===== src/rtl/if_id.sv =====
// IF/ID pipeline register: captures instruction and PC for the decode stage.
// Latency one clk edge; IFID_write=0 stalls (holds both values), startin clears both.
module if_id #(
  parameter int INSTR_W = 32,
  parameter int PC_W    = 32
) (
  input  logic               startin,
  input  logic               clk,
  input  logic [INSTR_W-1:0] instruction,
  input  logic [PC_W-1:0]    pcIn,
  output logic [INSTR_W-1:0] ins,
  output logic [PC_W-1:0]    pc,
  input  logic               IFID_write
);

  logic [INSTR_W-1:0] ins_q, ins_d;
  logic [PC_W-1:0]    pc_q, pc_d;

  // Reset outranks the load enable; both fields share one select so they never split.
  always_comb begin
    ins_d = ins_q;
    pc_d  = pc_q;
    if (startin) begin
      ins_d = '0;
      pc_d  = '0;
    end else if (IFID_write) begin
      ins_d = instruction;
      pc_d  = pcIn;
    end
  end

  always_ff @(posedge clk) begin
    ins_q <= ins_d;
    pc_q  <= pc_d;
  end

  assign ins = ins_q;
  assign pc  = pc_q;

endmodule


===== config.mk =====
export PLATFORM = sky130hd
export DESIGN_NAME = if_id
export DESIGN_NICKNAME = d
export VERILOG_FILES = /design/src/rtl/if_id.sv
export SDC_FILE = /design/constraint.sdc
export NUM_CORES = 1
export LEC_CHECK = 0
export CORE_MARGIN = 5
export CORE_UTILIZATION = 41
export CTS_CLUSTER_DIAMETER = 200
export DETAILED_ROUTE_END_ITERATION = 12
export PLACE_DENSITY = 0.93
export SYNTH_ARGS = -nofsm -noshare
export SYNTH_HDL_FRONTEND = slang
export SYNTH_SLANG_ARGS = --single-unit

===== constraint.sdc =====
create_clock -name clk -period 1.3 [get_ports clk]
set_input_delay 0.13 -clock clk [delete_from_list [all_inputs] [get_ports clk]]
set_output_delay 0.13 -clock clk [all_outputs]
set_load 0.03 [all_outputs]

# After elaboration in Yosys (flattened, before gate mapping)
# Index checks and enable logic that the tools add are counted.
[totals]
regBits = 64
out_inout_bits = 64
word_cells = 2
inputBits = 67

# Logic depth before layout (Yosys ltp)
# Gate-level depths: netlist of the first run.
[logic_depth]
word_depth = 0
ltp_mapped = 4
depth_no_buf = 2

# Least setup slack after synthesis of the first run
# No wires, ideal clock.
[synth_timing]
path_type = "input -> register"
start = "in IFID_write"
end = "reg ins_q[0], in the netlist ins[0]"
setup_time_ps = 128
slack_ps = 516
path_stages = 4
n_path_buf = 2
t_required_ps = 1172
arrival_ps = 657
path_cell_list = "buf_6 > buf_8 > mux2i_1 > nor2_1"
[synth_lines]
columns = ["item", "line", "source"]
rows = [
  ["start: declaration", "13", "input logic IFID_write"],
  ["end signal: assignment", "33", "ins_q <= ins_d;"],
  ["end: declaration", "16", "logic [INSTR_W-1:0] ins_q, ins_d;"],
]

# Worst setup path in the final report of the first run
[layout_timing]
start = "reg pc_q[0], in the netlist pc[0]"
end = "out pc[0]"
[layout_lines]
columns = ["item", "line", "source"]
rows = [
  ["start: declaration", "17", "logic [PC_W-1:0] pc_q, pc_d;"],
  ["start signal: assignment", "34", "pc_q <= pc_d;"],
  ["end: declaration", "12", "output logic [PC_W-1:0] pc,"],
]
# No word-level cell between the ends.

==> results of run 1 <==
==> metrics by stage <==
| step | setup WS [ns] | hold slack (ns) | total power, W | instances | instance area (µm²) |
|---|---|---|---|---|---|
| after detailed placement | 0.159 | 0.480 | 0.00314 | 398 | 3630 |
| after global routing | 0.0191 | 0.258 | 0.00467 | 414 | 3710 |
| after CTS | 0.0683 | 0.245 | 0.00450 | 414 | 3710 |
| after floorplan | 0.516 | 0.277 | 0.00267 | 206 | 2290 |
| after global placement | 0.173 | 0.471 | 0.00311 | 398 | 3630 |
| final | 0.0894 | 0.257 | 0.00443 | 414 | 3710 |
==> worst max-delay path by stage <==
| stage | to | slack [ns] |
|---|---|---|
| 4_1_cts | ins[7] | 0.07 |
| 3_5_place_dp | ins[7] | 0.16 |
| 2_1_floorplan | ins[0]$_SDFFE_PP0P_ | 0.52 |
| 3_3_place_gp | ins[23] | 0.17 |
| 5_1_grt | pc[25] | 0.02 |
| 6_report | pc[0] | 0.09 |
==> final cells by class <==
class	instances	area [µm²]
fillers	456	1760
repair buffers	134	1290
flip-flops and latches	64	1280
multi-input cells	128	881
clock buffers	12	145
well taps	72	90.1
clock inverters	4	20.0
==> power breakdown <==
group | switching, W | total (W) | internal (W)
logic | 0.000459 | 0.000872 | 0.000413
clock network | 0.000700 | 0.00143 | 0.000732
registers | 0.0000521 | 0.00213 | 0.00208
==> kinds of logic (layout without fill, tap and decap cells) <==
logic type / after synthesis / count (layout) / synth area share [%]
mux: 64 / 64 / 28.0
simple gates: 64 / 64 / 10.5
buf+inv: 14 / 150 / 5.63
flops: 64 / 64 / 55.9
==> cells in the final DEF, fill, tap and decap left out, drive strengths merged <==
cell,netlist,layout
dlygate4sd2,0,64
buf,13,6
clkbuf,1,12
mux2i,64,64
clkdlybuf4s50,0,64
clkinv,0,4
nor2,64,64
dfxtp,64,64
==> registers in the layout, indices dropped and copies added, names as in the netlist <==
name / count
ins: 32
pc: 32
==> metal layers <==
layer,up-vias,share of wire (%)
met4,0,2.1
met1,851,39
met2,72,51
met5,-,0
met3,12,7.5
li1,939,-
==> worst register-to-register path, cell delays in order (launching register included) <==
cell     delay (ns)
dfxtp_1        0.31
mux2i_1        0.15
nor2_1         0.06
==> flow_summary_export.csv, run 1 <==
group,metric,value,unit
worst_hold_path,holdPathStages,3,
global_route,grt_max_degree,65,
worst_setup_path,cp_top_family,"buffers and inverters",
yosys,async_flop_share,0,%
outcome,status,"completed",
finish,finalCoreUtilization,67.8,%
global_route,gr-usage-met2,29.6,%
sta,finalCritPeriodShare,93.1,%
yosys,syn-num-nets,273,
yosys,synth.distinct_cells,7,
routing,via_per_inst,4.53,
worst_setup_path,startpoint_type,"flop",
place,hpwl,4.52,mm
global_route,grt_pass1_vias,2012,
global_route,met1_usage,18.4,%
sta,clock_skew,0,ns
global_route,busiest_layer,"met2",
power,total_leakage_power,1.87,nW
finish,syn_to_final_growth,62.0,%
clock_network,path_clk_slew,0.07,ns
routing,first_iter_violations,68,
floorplanning,die_h,84.8,µm
worst_setup_path,critical_path_arrival,1.08,ns
floorplanning,fp.dieW,84.8,µm
global_route,grt_use_met3,6.38,%
sta,finalCriticalPeriod,1.21,ns
yosys,ys_ff_latch,64,
floorplanning,start_util,41.9,%
power,irDropWorstVdd,0.000833,V
worst_setup_path,max_stage_delay,0.43,ns
finish,final_nets,404,
power,powerDensity,1190,mW/mm²
place,gp_congestion,0.728,
sta,rsz0062_at_grt,"false",
worst_setup_path,r2r-start,"ins[11]$_SDFFE_PP0P_",
floorplanning,coreArea,0.00547,mm²
routing,drtPass1Iterations,4,
clock_network,clockBufferDepth,2,
yosys,synth_top_area_cell,"dfxtp_1",
sta,slew_violations,0,
worst_setup_path,critPathBufInv,1,
floorplanning,die_area,0.00718,mm²
clock_network,hold_buffers,0,
global_route,grt_usage,17.1,%
clock_network,tritoncts,"done",
worst_setup_path,r2r_end,"ins[11]$_SDFFE_PP0P_",
worst_hold_path,holdCritPathClass,"in -> reg",
clock_network,cts_max_level,3,
yosys,synth_enable_flop_cells,0,
global_route,antenna_found_initial,0,
worst_setup_path,rrSetupSlack,0.66,ns
worst_setup_path,cp_cell_sequence,"dlygate4sd2_1",
yosys,synthFlopType,"dfxtp_1",
worst_setup_path,worst-r2r-cell-count,2,
worst_setup_path,path_class,"reg -> out",
clock_network,cts_sinks,64,
clock_network,cts_setup_buffers,0,
finish,diodes,0,
place,port-buffer-count,130,
yosys,yosys_warnings,0,
floorplanning,ios,131,
routing,drt-total-wl,5.99,mm
worst_setup_path,path_depth,1,
yosys,synth_top_area_share,55.9,%
yosys,synth_area,0.00229,mm²
yosys,ys_top_cells_by_area,"dfxtp_1 56%, mux2i_1 28%, nor2_1 10%, buf_8 3.9%, buf_1 0.98%",
worst_setup_path,worstPathMaxFanout,2,
sta,hold_violations,0,
floorplanning,row_count,27,
worst_hold_path,hold_end,"ins[31]$_SDFFE_PP0P_",
sta,setup_viol,0,
sta,worstMarginPinSlew,0.341,ns
sta,slew_headroom,77.4,%
clock_network,root_buffer,"clkbuf_8",
clock_network,cts_buffers,9,
yosys,seq_area_frac_synth,55.9,%
sta,tns,0,ns
routing,ant_nets,0,
routing,wire_per_inst,14.5,µm
worst_setup_path,cp-end-kind,"output pin",
routing,drc,0,
global_route,grt_pass1_wl,9.71,mm
yosys,avgSynthCellArea,11.1,µm²
run,cap_violations,0,
clock_network,clkLatencyLatePin,0.32,ns
yosys,postSynthCellCount,206,
yosys,synthTopCellsByCount,"64 x dfxtp_1, 64 x mux2i_1, 64 x nor2_1, 6 x buf_1, 6 x buf_8",
global_route,overflow,0,
sta,clock.fmax,826,MHz
clock_network,cts-resized-gates,64,
routing,dr_total_vias,1874,
finish,drive_above_1_share,5.85,%
worst_setup_path,required,1.17,ns
worst_setup_path,slowest_stage,"dlygate4sd2_1",
worst_hold_path,hp-start,"IFID_write",
worst_setup_path,crit_start,"pc[0]$_SDFFE_PP0P_",
Power figures use the tool's default switching activity.
==> run 2, diff against run 1 <==
--- a/config.mk
+++ b/config.mk
@@ -10,6 +10,7 @@
 export CTS_CLUSTER_DIAMETER = 200
 export DETAILED_ROUTE_END_ITERATION = 12
 export PLACE_DENSITY = 0.93
+export SKIP_LAST_GASP = 1
 export SYNTH_ARGS = -nofsm -noshare
 export SYNTH_HDL_FRONTEND = slang
 export SYNTH_SLANG_ARGS = --single-unit
==> results of run 2 <==
Final layout, timing and power as in run 1 (identical DEF).
==> run 3, diff against run 2 <==
--- a/config.mk
+++ b/config.mk
@@ -5,10 +5,11 @@
 export SDC_FILE = /design/constraint.sdc
 export NUM_CORES = 1
 export LEC_CHECK = 0
-export CORE_MARGIN = 5
+export CORE_MARGIN = 4
 export CORE_UTILIZATION = 41
 export CTS_CLUSTER_DIAMETER = 200
 export DETAILED_ROUTE_END_ITERATION = 12
+export GPL_TIMING_DRIVEN = 0
 export PLACE_DENSITY = 0.93
 export SKIP_LAST_GASP = 1
 export SYNTH_ARGS = -nofsm -noshare
==> flow_summary_export.csv, run 3 (same netlist as run 1, synthesis figures left out) <==
group,metric,value,unit
worst_setup_path,path_depth,1,
floorplanning,die_area,0.00685,mm²
global_route,grt_pass1_vias,1975,
sta,setup_viol,0,
worst_setup_path,worstPathMaxFanout,2,
clock_network,hold_buffers,0,
worst_setup_path,worst-r2r-cell-count,2,
clock_network,cts_sinks,64,
clock_network,path_clk_slew,0.07,ns
global_route,grt_usage,17.5,%
worst_setup_path,max_stage_delay,0.42,ns
clock_network,cts_max_level,3,
global_route,met1_usage,20.0,%
clock_network,root_buffer,"clkbuf_8",
sta,rsz0062_at_grt,"false",
floorplanning,die_h,82.8,µm
worst_setup_path,path_class,"reg -> out",
power,powerDensity,1210,mW/mm²
power,intPower,0.00334,W
routing,wire_per_inst,14.1,µm
power,total_leakage_power,1.90,nW
worst_setup_path,cp_top_family,"buffers and inverters",
worst_setup_path,cp-end-kind,"output pin",
finish,finalCoreUtilization,71.4,%
floorplanning,row_count,26,
finish,layout_common_cells,"64 x mux2i_1, 64 x nor2_1, 64 x clkdlybuf4s50_1, 64 x dfxtp_1, 64 x dlygate4sd2_1",
power,p_clk_share,33.8,%
routing,drtPass1Iterations,4,
worst_hold_path,holdCritPathClass,"in -> reg",
sta,slew_headroom,71.3,%
power,p_sw,0.00121,W
sta,tns,0,ns
worst_setup_path,required,1.17,ns
sta,slew_violations,0,
floorplanning,start_util,43.5,%
power,irDropWorstVdd,0.000788,V
finish,drive_above_1_share,6.57,%
power,pwr-share-comb,19.3,%
place,hpwl,4.56,mm
clock_network,cts_buffers,9,
outcome,status,"completed",
sta,finalCriticalPeriod,1.21,ns
sta,holdWs,0.180,ns
worst_setup_path,critPathBufInv,1,
floorplanning,ios,131,
sta,clock.fmax,825,MHz
floorplanning,coreArea,0.00527,mm²
finish,final_nets,412,
global_route,gr-usage-met2,29.0,%
power,sw_frac_of_total,26.7,%
run,cap_violations,0,
place,gp_congestion,0.706,
sta,fin_ws,0.0872,ns
sta,worstMarginPinSlew,0.430,ns
sta,finalCritPeriodShare,93.3,%
sta,clock_skew,0,ns
power,power,0.00455,W
sta,hold_violations,0,
global_route,antenna_found_initial,0,
routing,ant_nets,0,
global_route,grt_max_degree,11,
routing,drc,0,
place,post-place-ws,0.142,ns
place,port-buffer-count,128,
power,power_frac_seq,46.8,%
worst_setup_path,cp_cell_sequence,"dlygate4sd2_1",
global_route,overflow,0,
worst_hold_path,holdPathStages,2,
clock_network,tritoncts,"done",
worst_setup_path,critical_path_arrival,1.08,ns
global_route,grt_use_met3,6.40,%
clock_network,clockBufferDepth,2,
global_route,busiest_layer,"met2",
worst_setup_path,startpoint_type,"flop",
finish,diodes,0,
routing,first_iter_violations,39,
routing,drt-total-wl,5.90,mm
finish,syn_to_final_growth,64.3,%
worst_setup_path,slowest_stage,"dlygate4sd2_1",
global_route,grt_pass1_wl,9.03,mm
clock_network,clkLatencyLatePin,0.32,ns
routing,dr_total_vias,1909,
routing,via_per_inst,4.55,
floorplanning,fp.dieW,82.8,µm
## run 3: changes by cell type in the layout (fill, tap and decap cells not counted), sizes merged
cell	delta
clkinv	-1
buf	+7
clkbuf	+2
## run 3: worst paths after layout
check,start,end,slack [ns]
worst max-delay path,ins[2]$_SDFFE_PP0P_,ins[2],0.09
worst min-delay path,startin,ins[29]$_SDFFE_PP0P_,0.18
worst max register to register,ins[30]$_SDFFE_PP0P_,ins[30]$_SDFFE_PP0P_,0.64
worst min register to register,pc[27]$_SDFFE_PP0P_,pc[27]$_SDFFE_PP0P_,0.48
## run 3: routing by layer
layer,routed length [µm],vias up
met2,2780,85
met1,2430,862
met4,99,0
met5,0,-
li1,-,954
met3,589,8
## run 3: layout make-up
| class | instances | area [µm²] |
|---|---|---|
| clock buffers | 13 | 169 |
| multi-input cells | 128 | 881 |
| clock inverters | 3 | 15.0 |
| fillers | 427 | 1510 |
| plain buffers | 14 | 129 |
| flip-flops and latches | 64 | 1280 |
| well taps | 70 | 87.6 |
| repair buffers | 128 | 1200 |
## run 3: worst reg2reg max path, cell delays in order (launching register included)
cell and delay (ns):
dfxtp_1 0.32, mux2i_1 0.17, nor2_1 0.06
## run 3: power groups by stage
stage                     sequential [W]  combinational (W)  clock, W
after floorplan                  0.00241           0.000259         0
after global placement           0.00217           0.000949         0
after detailed placement         0.00218           0.000968         0
after CTS                        0.00213           0.000891   0.00158
after global routing             0.00214           0.000946   0.00167
final                            0.00213           0.000880   0.00154
## run 3: metrics by stage
stage               cells  area (µm²)
finish                420        3760
detailed placement    404        3660
global placement      404        3660
global route          420        3760
floorplan             206        2290
CTS                   420        3760
## run 3: repair_timing
action | in CTS | in global routing
buffers inserted | 0 | 0
resized for setup | 64 | 0
setup endpoints to repair | 64 | 0
